### src/rtl/sync_fifo_pkg.sv
// Shared sizing helpers and default parameters for the single-clock programmable FIFO.
package sync_fifo_pkg;

  localparam int DEF_DATA_WIDTH = 8;
  localparam int DEF_ADDR_WIDTH = 6;

  // Occupancy/pointer type for the default geometry: one extra bit so DEPTH itself is representable
  typedef logic [DEF_ADDR_WIDTH:0] ptr_t;

  function automatic int fifo_depth(input int addr_width);
    return 1 << addr_width;
  endfunction

endpackage

### src/rtl/sync_fifo_mem.sv
// Simple dual-port storage: synchronous write, registered read, contents never reset.
module sync_fifo_mem
  import sync_fifo_pkg::*;
#(
  parameter int DATA_WIDTH = DEF_DATA_WIDTH,
  parameter int ADDR_WIDTH = DEF_ADDR_WIDTH
) (
  input  logic                  clk,
  input  logic                  we,
  input  logic [ADDR_WIDTH-1:0] waddr,
  input  logic [DATA_WIDTH-1:0] wdata,
  input  logic                  re,
  input  logic [ADDR_WIDTH-1:0] raddr,
  output logic [DATA_WIDTH-1:0] rdata
);

  localparam int DEPTH = fifo_depth(ADDR_WIDTH);

  logic [DATA_WIDTH-1:0] mem_array [DEPTH];
  logic [DATA_WIDTH-1:0] rdata_reg;

  always_ff @(posedge clk) begin
    if (we) begin
      mem_array[waddr] <= wdata;
    end
    if (re) begin
      rdata_reg <= mem_array[raddr];
    end
  end

  assign rdata = rdata_reg;

endmodule

### src/rtl/sync_fifo_prog.sv
// Single-clock FIFO with registered status flags, programmable almost thresholds,
// live occupancy and sticky overflow/underflow error flags.
module sync_fifo_prog
  import sync_fifo_pkg::*;
#(
  parameter int DATA_WIDTH = DEF_DATA_WIDTH,
  parameter int ADDR_WIDTH = DEF_ADDR_WIDTH
) (
  input  logic                  clk,
  input  logic                  rst,
  input  logic                  wr_en,
  input  logic [DATA_WIDTH-1:0] data_in,
  input  logic                  rd_en,
  output logic [DATA_WIDTH-1:0] data_out,
  output logic                  rd_valid,
  output logic                  full,
  output logic                  empty,
  output logic                  half,
  input  logic [ADDR_WIDTH:0]   af_thresh,
  input  logic [ADDR_WIDTH:0]   ae_thresh,
  output logic                  almost_full,
  output logic                  almost_empty,
  output logic [ADDR_WIDTH:0]   count,
  output logic                  overflow,
  output logic                  underflow,
  input  logic                  clr_err
);

  localparam int DEPTH = fifo_depth(ADDR_WIDTH);

  typedef logic [ADDR_WIDTH:0] occ_t;

  occ_t wptr_reg, wptr_next;
  occ_t rptr_reg, rptr_next;
  occ_t count_next;

  logic wr_acc, rd_acc;
  logic full_reg, full_next;
  logic empty_reg, empty_next;
  logic half_reg, half_next;
  logic rd_valid_reg, rd_valid_next;
  logic overflow_reg, overflow_next;
  logic underflow_reg, underflow_next;
  logic data_zero_reg, data_zero_next;
  logic [DATA_WIDTH-1:0] mem_rdata;

  always_comb begin
    wr_acc         = wr_en && !full_reg;
    rd_acc         = rd_en && !empty_reg;
    wptr_next      = wptr_reg;
    rptr_next      = rptr_reg;
    if (wr_acc) wptr_next = wptr_reg + occ_t'(1);
    if (rd_acc) rptr_next = rptr_reg + occ_t'(1);
    // Pointers wrap modulo 2*DEPTH, so their difference is the exact occupancy
    count_next     = wptr_next - rptr_next;
    full_next      = (count_next == occ_t'(DEPTH));
    empty_next     = (count_next == occ_t'(0));
    half_next      = (count_next >= occ_t'(DEPTH / 2));
    rd_valid_next  = rd_acc;
    data_zero_next = data_zero_reg && !rd_acc;
    // A new error event takes priority over a simultaneous software clear
    overflow_next  = overflow_reg;
    underflow_next = underflow_reg;
    if (clr_err) begin
      overflow_next  = 1'b0;
      underflow_next = 1'b0;
    end
    if (wr_en && full_reg)  overflow_next  = 1'b1;
    if (rd_en && empty_reg) underflow_next = 1'b1;
  end

  always_ff @(posedge clk) begin
    if (rst) begin
      wptr_reg      <= '0;
      rptr_reg      <= '0;
      full_reg      <= 1'b0;
      empty_reg     <= 1'b1;
      half_reg      <= 1'b0;
      rd_valid_reg  <= 1'b0;
      overflow_reg  <= 1'b0;
      underflow_reg <= 1'b0;
      data_zero_reg <= 1'b1;
    end else begin
      wptr_reg      <= wptr_next;
      rptr_reg      <= rptr_next;
      full_reg      <= full_next;
      empty_reg     <= empty_next;
      half_reg      <= half_next;
      rd_valid_reg  <= rd_valid_next;
      overflow_reg  <= overflow_next;
      underflow_reg <= underflow_next;
      data_zero_reg <= data_zero_next;
    end
  end

  sync_fifo_mem #(
    .DATA_WIDTH(DATA_WIDTH),
    .ADDR_WIDTH(ADDR_WIDTH)
  ) u_mem (
    .clk  (clk),
    .we   (wr_acc && !rst),
    .waddr(wptr_reg[ADDR_WIDTH-1:0]),
    .wdata(data_in),
    .re   (rd_acc && !rst),
    .raddr(rptr_reg[ADDR_WIDTH-1:0]),
    .rdata(mem_rdata)
  );

  // The storage read register has no reset; mask it until the first read after reset
  assign data_out     = data_zero_reg ? '0 : mem_rdata;
  assign rd_valid     = rd_valid_reg;
  assign full         = full_reg;
  assign empty        = empty_reg;
  assign half         = half_reg;
  assign count        = wptr_reg - rptr_reg;
  assign almost_full  = (count >= af_thresh);
  assign almost_empty = (count <= ae_thresh);
  assign overflow     = overflow_reg;
  assign underflow    = underflow_reg;

endmodule

### config.mk
export PLATFORM = sky130hd
export DESIGN_NAME = sync_fifo_prog
export DESIGN_NICKNAME = d
export VERILOG_FILES = /design/src/rtl/sync_fifo_pkg.sv /design/src/rtl/sync_fifo_mem.sv /design/src/rtl/sync_fifo_prog.sv
export SDC_FILE = /design/constraint.sdc
export NUM_CORES = 1
export LEC_CHECK = 0
export ABC_AREA = 1
export BUFFER_PORTS_ARGS = -buffer_cell sky130_fd_sc_hd__buf_2
export CORE_ASPECT_RATIO = 1.4
export CORE_MARGIN = 2
export CORE_UTILIZATION = 45
export CTS_CLUSTER_DIAMETER = 100
export DETAILED_ROUTE_END_ITERATION = 10
export GPL_ROUTABILITY_DRIVEN = 0
export SYNTH_ARGS = -nofsm -noshare
export SYNTH_HDL_FRONTEND = slang
export SYNTH_SLANG_ARGS = --single-unit
### constraint.sdc
create_clock -name clk -period 7.6 [get_ports clk]
set_clock_uncertainty 0.2 [all_clocks]
set_input_delay 0 -clock clk [delete_from_list [all_inputs] [get_ports clk]]
set_output_delay 0 -clock clk [all_outputs]
set_load 0.1 [all_outputs]
# Word-level counts from Yosys, hierarchy flattened
# Memory sizes are Yosys's and may differ from the RTL's. A register that Yosys moved wholly into a read port is not among the register bits.
# Cells that the tools add are included.
[totals]
register_bits = 21
latchBits = 0
mem_bits_rw = 512
mem_bits_ro = 0
inputBits = 27
elab_cells = 40
mem_count = 1
[mem_list]
columns = ["memory", "words", "word_bits", "rd", "rd_clocked_by_memory_dff", "wr", "line_no", "rtl"]
rows = [
  ["u_mem.mem_array", 64, 8, 1, 1, 1, "sync_fifo_mem.sv:19", "logic [DATA_WIDTH-1:0] mem_array [DEPTH];"],
]
[op_classes]
addsub = 4
multipliers = 0
n_div = 0
magnitude_cmp = 3
eq_ne = 1
shifts = 0
muxes = 8
bitwise_logic = 0
reduce_logical = 14
[op_table]
columns = ["op", "count"]
rows = [
  ["7-bit by 1-bit adder with 7-bit output (second input constant)", 2],
  ["7-bit 2-to-1 mux", 2],
  ["7-bit subtractor", 2],
  ["8-bit 2-to-1 mux", 1],
  ["7-bit == test (second input constant)", 1],
  ["7-bit by 6-bit greater-or-equal comparator with 1-bit output (second input constant)", 1],
  ["7-bit greater-or-equal comparator", 1],
  ["7-bit less-or-equal comparator", 1],
  ["1-bit logical AND", 7],
  ["7-bit logical NOT", 1],
  ["1-bit 2-to-1 mux", 5],
  ["1-bit logical NOT", 4],
  ["2-bit nonzero test", 2],
]

# Longest topological paths before layout
# Gate-level depths: netlist (run 1).
[depth]
word_depth = 5
mapped_depth = 18
ltp_nobuf = 16

# Modules after synthesis
# Synthesis (run 1) repeated with hierarchy kept, for this count alone.
[hier_totals]
hier_cells = 2080
area_unflattened_um2 = 23279.8
[by_module_without_submodules]
columns = ["module", "instances", "cells_each", "area_per_inst_um2"]
rows = [
  ["sync_fifo_mem", 1, 1805, 21419.3],
  ["sync_fifo_prog", 1, 275, 1860.5],
]

# Worst setup path before layout (run 1)
# No wires, ideal clock.
[synth_path]
path_type = "register -> output"
start = "register rptr_reg[1]"
end = "output port almost_full"
arrival_time_ns = 5.763
path_slack_ns = 1.637
path_stages_with_launch = 13
path_cell_list = "dfxtp_1 > inv_1 > buf_2 > clkbuf_1 > fa_1 > a21oi_1 > o21ai_0 > a21o_1 > a21oi_1 > xor2_1 > ha_1 > nand2_1 > o21ai_0"
[synth_between]
elab_chain_cells = 2
[synth_lines]
columns = ["element", "line_no", "rtl"]
rows = [
  ["start, declared", "sync_fifo_prog.sv:34", "occ_t rptr_reg, rptr_next;"],
  ["start signal, assigned", "sync_fifo_prog.sv:85", "rptr_reg <= rptr_next;"],
  ["7-bit subtractor", "sync_fifo_prog.sv:115", "assign count = wptr_reg - rptr_reg;"],
  ["named net count[6]", "sync_fifo_prog.sv:23", "output logic [ADDR_WIDTH:0] count,"],
  ["7-bit greater-or-equal comparator", "sync_fifo_prog.sv:116", "assign almost_full = (count >= af_thresh);"],
  ["end, declared", "sync_fifo_prog.sv:21", "output logic almost_full,"],
]
# The timed path passes the listed nets, and every way through them passes these cells.

# Worst setup path in the final report (run 1)
[layout_path]
start = "register rptr_reg[0]"
end = "output port almost_empty"
[layout_between]
elab_chain_cells = 2
[layout_lines]
columns = ["element", "line_no", "rtl"]
rows = [
  ["7-bit subtractor", "sync_fifo_prog.sv:115", ""],
  ["7-bit less-or-equal comparator", "sync_fifo_prog.sv:117", "assign almost_empty = (count <= ae_thresh);"],
  ["end, declared", "sync_fifo_prog.sv:22", "output logic almost_empty,"],
]
# Every way passes these cells.

==> run summary, run 1 <==
R2R Setup Slk -> 4.21 ns
CP Capture Type -> primary output
synth-to-layout area growth -> 10.9%
synthesized area per cell -> 12.3 µm²
maxcap violations -> 0
hold buffers post-CTS -> 15
Pins Over Slew Limit -> 0
Initial Util -> 45.5%
Clk Latency, worst-skew pair -> 0.58 ns
Setup-failing EPs final -> 0
CP arrival -> 4.06 ns
WHS Endpoint -> wptr_reg[2]
Tot Pwr -> 6.41 mW
Top Ports -> 50
vias in the first global route -> 13,866
Seq/Total Area, Yosys -> 71.9%
non-filler cells, final -> 2,515
Routed WL per cell -> 22.8 µm
final hold viol count -> 0
DP Cell Count -> 2,410
area of the multi-input gates -> 0.00547 mm²
CP Max Fanout -> 37
Die W -> 192 µm
Post-CTS Setup Inserts -> 0
run status -> completed
Buffers & Inverters on Critical Path -> 2
Seq cells post-synth -> 541
vias -> 14,333
R2R depth -> 9
Detail Route Antenna Nets -> 0
Highest Clock Rate -> 235 MHz
Worst-Margin Slew -> 1.23 ns
Sink Count -> 541
final WL -> 57,500 µm
first-pass GRT wire length -> 85,600 µm
Worst IR Drop VDD -> 153 µV
DRT iter0 DRCs -> 1,559
share of post-route cells with drive strength above 1 -> 7.77%
Synth Flop Type -> edfxtp_1
CTS tree -> done
Synth async-reset ratio -> 0%
Period minus WS final -> 4.26 ns
worst path required time -> 7.40 ns
crit path max-delay cell type -> dfxtp_4
placement-stage cell area -> 0.0230 mm²
Post-Syn Nets -> 1,865
pin count of the biggest net entering global routing -> 225
RSZ-0062 raised after global routing -> false
R2R Path Start -> rptr_reg[1]
drc violations -> 0
setup TNS -> 0 ns
Worst Hold Class -> in2reg
CP cell instances -> ha_1 -> inv_1 -> fa_1 -> a21oi_1 -> o21ai_0 -> a21o_1 -> a21oi_1 -> xor2_1 -> ha_1 -> a21oi_1 -> o21ai_0 -> o22ai_1 -> buf_2
Clock transition at path regs -> 0.07 ns
initial antenna violation count -> 0
worst reg2reg path endpoint -> u_mem.rdata[5]
family with the most delay on the worst path -> compound AO/OA/AOI/OAI gates
first-pass iteration count of the detailed router -> 5
Final Cell Area -> 0.0247 mm²
Rel. slew slack -> 17.7%
warnings from Yosys -> 0
PwrDens -> 259 mW/mm²
std cell rows -> 96
most used cell, CP -> a21oi_1
deepest clock path buffer count -> 3
top cell type's share of synthesized area -> 70.0%
Filler cells -> 4,243
Synth Cell Area -> 0.0223 mm²
Crit. Startpoint -> rptr_reg[0]
Post-synth EDFFs -> 520
period utilization -> 56.1%
final net count -> 1,894
dominant cells by area after synthesis -> edfxtp_1 70%, nor2_1 6.4%, o21ai_0 5.5%
Final HPWL DP -> 33,200 µm
Num CTS Buffers -> 49
top cells by count, synth -> 520 x edfxtp_1, 380 x nor2_1, 247 x o21ai_0, 132 x nand2_1, 77 x nand3_1
cell taking the most area after synthesis -> edfxtp_1
Worst setup SP type -> flop
H-tree depth -> 2
register area -> 0.0160 mm²
post-synth cell types -> 34
critical path class -> reg2out
CP max stage delay -> 0.62 ns
Critical Path Stages -> 13
Post-CTS Resized -> 0
max reg flops -> 512
min-delay src -> rst
GR Util All Layers -> 22.5%
diodes inserted -> 0
core box area -> 0.0490 mm²
WHS Path Cells -> 3
clock root buffer -> clkbuf_16
Post-Synthesis Cells -> 1,810
Port Buffers -> 49
vias per cell -> 5.70
Die Area -> 0.0514 mm²
count leader, synth -> edfxtp_1
global route overflow -> 0
leakage -> 8.27 nW
Die Y -> 267 µm
[how the worst max path moves through the flow]
| stage | to |
|---|---|
| floorplan | almost_full |
| global placement | almost_empty |
| detailed placement | almost_empty |
| CTS | almost_empty |
| global route | almost_empty |
| finish | almost_empty |
[metrics by stage]
stage	util [%]	worst slack [ns]	hold slack [ns]
final	50.5	3.34	0.183
after CTS	50.5	3.35	0.167
after detailed placement	46.9	3.98	0.0856
after global placement	46.9	3.96	0.0764
after floorplan	-	1.64	-0.101
after global routing	50.5	3.10	0.221
[layout make-up]
class	count	area share (%)
Clock inverter	31	1.42
Multi-Input combinational cell	1098	22.1
Tap cell	637	3.22
Sequential cell	541	64.9
Clock buffer	59	5.11
Inverter	64	0.991
Timing Repair Buffer	85	2.29
[layer usage]
metal | global-route usage (%) | vias up | part of all wire, %
met4 | 8.38 | 0 | 3.4
met5 | 0 | - | 0
met2 | 38.8 | 480 | 51
li1 | - | 6676 | -
met1 | 28.8 | 7075 | 40
met3 | 3.16 | 102 | 5.7
[cells by family (layout without fill, tap and decap cells)]
group | Yosys count | count (layout) | synth area share, %
xor gates and xnor gates | 13 | 13 | 0.511
buffers and inverters | 171 | 239 | 3.58
DFF | 541 | 541 | 71.9
adders and majority gates | 28 | 28 | 1.60
AOI/OAI and AO/OA | 433 | 433 | 11.1
and+or+nand+nor | 624 | 624 | 11.3
[worst reg2reg max path, stage by stage (launching register included)]
cell	delay, ns
dfxtp_4	0.37
buf_4	0.72
buf_4	0.77
nor2_1	0.13
o21ai_0	0.10
o21ai_0	0.11
o211ai_1	0.27
nand4_1	0.21
nand3_1	0.15
nand3_1	0.10
[where the power goes]
group	total (mW)	switching [mW]	internal, mW
combinational	0.605	0.459	0.146
sequential	3.29	0.0135	3.28
clock	2.52	1.06	1.46
[placed cells by master (no fill, tap or decap), drive strengths merged, types with 2 or more instances in the layout]
cell type | netlist | layout
inv | 62 | 64
o211ai | 33 | 33
buf | 44 | 70
xnor2 | 3 | 3
clkbuf | 63 | 59
dlygate4sd3 | 0 | 15
o22ai | 71 | 71
nand4 | 28 | 28
a21boi | 2 | 2
nor2 | 381 | 381
nor3 | 2 | 2
ha | 27 | 27
xor2 | 10 | 10
clkinv | 2 | 22
dfxtp | 21 | 21
nand3 | 77 | 77
bufinv | 0 | 8
o221ai | 31 | 31
edfxtp | 520 | 520
o21ai | 268 | 268
nand2 | 133 | 133
a21oi | 26 | 26
(Power assumes the default switching activity.)
==> inputs of run 2 (changes only) <==
- clock period: 7.6 -> 4.35 ns (I/O delays scaled with it)
==> run 2 against run 1 <==
  * Sequential share of layout area fell by 0.36 points
  * Clock-buffer cell count rose by 9
  * Worst hold slack got worse by 0.0060 ns
  * Combinational power rose by 82%
  * Non-clock buffer count rose by 22
==> run summary, run 2 (synthesis gave the netlist of run 1 again) <==
Final Cell Area -> 0.0249 mm²
synth-to-layout area growth -> 11.6%
Seq pwr share -> 52.3%
core box area -> 0.0490 mm²
vias -> 14,601
H-tree depth -> 2
Internal -> 8.28 mW
most common cell after layout, fill and taps aside -> edfxtp_1
vias in the first global route -> 14,430
GR Util All Layers -> 22.2%
Initial Util -> 45.5%
pin count of the biggest net entering global routing -> 258
clock root buffer -> clkbuf_16
DRT iter0 DRCs -> 1,369
Pins Over Slew Limit -> 0
placement-stage cell area -> 0.0232 mm²
deepest clock path buffer count -> 3
Worst IR Drop VDD -> 320 µV
PwrDens -> 442 mW/mm²
final hold viol count -> 0
CP arrival -> 3.89 ns
maxcap violations -> 0
Clock transition at path regs -> 0.06 ns
share of post-route cells with drive strength above 1 -> 9.10%
period utilization -> 93.9%
Sink Count -> 541
Worst setup SP type -> flop
final WL -> 56,500 µm
critical path class -> reg2out
Tot Pwr -> 11.0 mW
CP Max Fanout -> 33
R2R depth -> 12
Die Y -> 267 µm
Die Area -> 0.0514 mm²
WHS Path Cells -> 3
diodes inserted -> 0
Setup-failing EPs final -> 0
Post-CTS Resized -> 0
setup TNS -> 0 ns
run status -> completed
CP Capture Type -> primary output
Final HPWL DP -> 32,700 µm
Detail Route Antenna Nets -> 0
first-pass GRT wire length -> 86,000 µm
Routed WL per cell -> 22.3 µm
std cell rows -> 96
drc violations -> 0
Net Sw Power -> 2.72 mW
Worst Hold Class -> in2reg
first-pass iteration count of the detailed router -> 5
CTS tree -> done
vias per cell -> 5.75
worst hold slack -> 0.177 ns
Port Buffers -> 49
Clock Power Share -> 37.7%
Rel. slew slack -> 9.25%
Num CTS Buffers -> 50
Die W -> 192 µm
Clk Latency, worst-skew pair -> 0.59 ns
Highest Clock Rate -> 245 MHz
leakage -> 8.36 nW
worst path required time -> 4.15 ns
Worst-Margin Slew -> 1.36 ns
RSZ-0062 raised after global routing -> false
max reg flops -> 512
final net count -> 1,917
Period minus WS final -> 4.09 ns
initial antenna violation count -> 0
sw frac -> 24.7%
commonest cells after routing, fill and taps aside -> 520 x edfxtp_1, 379 x nor2_1, 246 x o21ai_0
global route overflow -> 0
combinational fraction of design power -> 10.0%
Top Ports -> 50
-- run 2: final cells by class --
cell class                 count  area (µm²)
fill                        4169       24100
multi-input combinational   1098        5510
sequential                   541       16000
inverter                      64         245
tap                          637         797
clock buffer                  68        1330
timing repair buffer         107         771
clock inverter                23         180
-- run 2: power by group through the flow --
| stage | clock, mW | sequential (mW) | combinational (mW) |
|---|---|---|---|
| 2_1_floorplan | 0 | 5.89 | 0.725 |
| 3_3_place_gp | 0 | 5.86 | 1.07 |
| 3_5_place_dp | 0 | 5.86 | 1.09 |
| 4_1_cts | 4.21 | 5.75 | 1.10 |
| 5_1_grt | 4.38 | 5.75 | 1.20 |
| 6_report | 4.14 | 5.75 | 1.10 |
-- run 2: final timing paths --
path	start	to	slack, ns
min	rst	rptr_reg[0]	0.18
min reg2reg	wptr_reg[1]	wptr_reg[1]	0.41
max reg2reg	rptr_reg[0]	half	0.96
max	rptr_reg[1]	almost_empty	0.26
-- run 2: layer usage --
metal	part of all wire (%)	GRT usage, %
met4	4.5	10.3
met2	49	37.4
met1	42	28.8
met5	0	0
met3	5.3	2.29
-- run 2: stage by stage --
| step | worst slack [ns] | instances | util (%) |
|---|---|---|---|
| floorplan | 0.125 | 1810 | - |
| global placement | 0.857 | 2433 | 47.4 |
| detailed placement | 0.879 | 2433 | 47.4 |
| CTS | 0.251 | 2538 | 50.8 |
| global route | 0.0422 | 2538 | 50.8 |
| finish | 0.264 | 2538 | 50.8 |
-- run 2: critical path: stages, from the launching register on --
cell,delay [ns]
dfxtp_4,0.55
inv_2,0.31
fa_1,0.55
a21oi_1,0.13
o21ai_0,0.14
a21o_1,0.19
a21oi_1,0.30
xor2_4,0.19
ha_1,0.28
a21oi_1,0.14
o21ai_0,0.12
o22ai_2,0.18
buf_12,0.20
-- run 2: repair_timing --
item | 4_1_cts | 5_1_grt
buffers inserted | 0 | 0
hold buffers | 14 | 0
hold endpoints to repair | 533 | 0
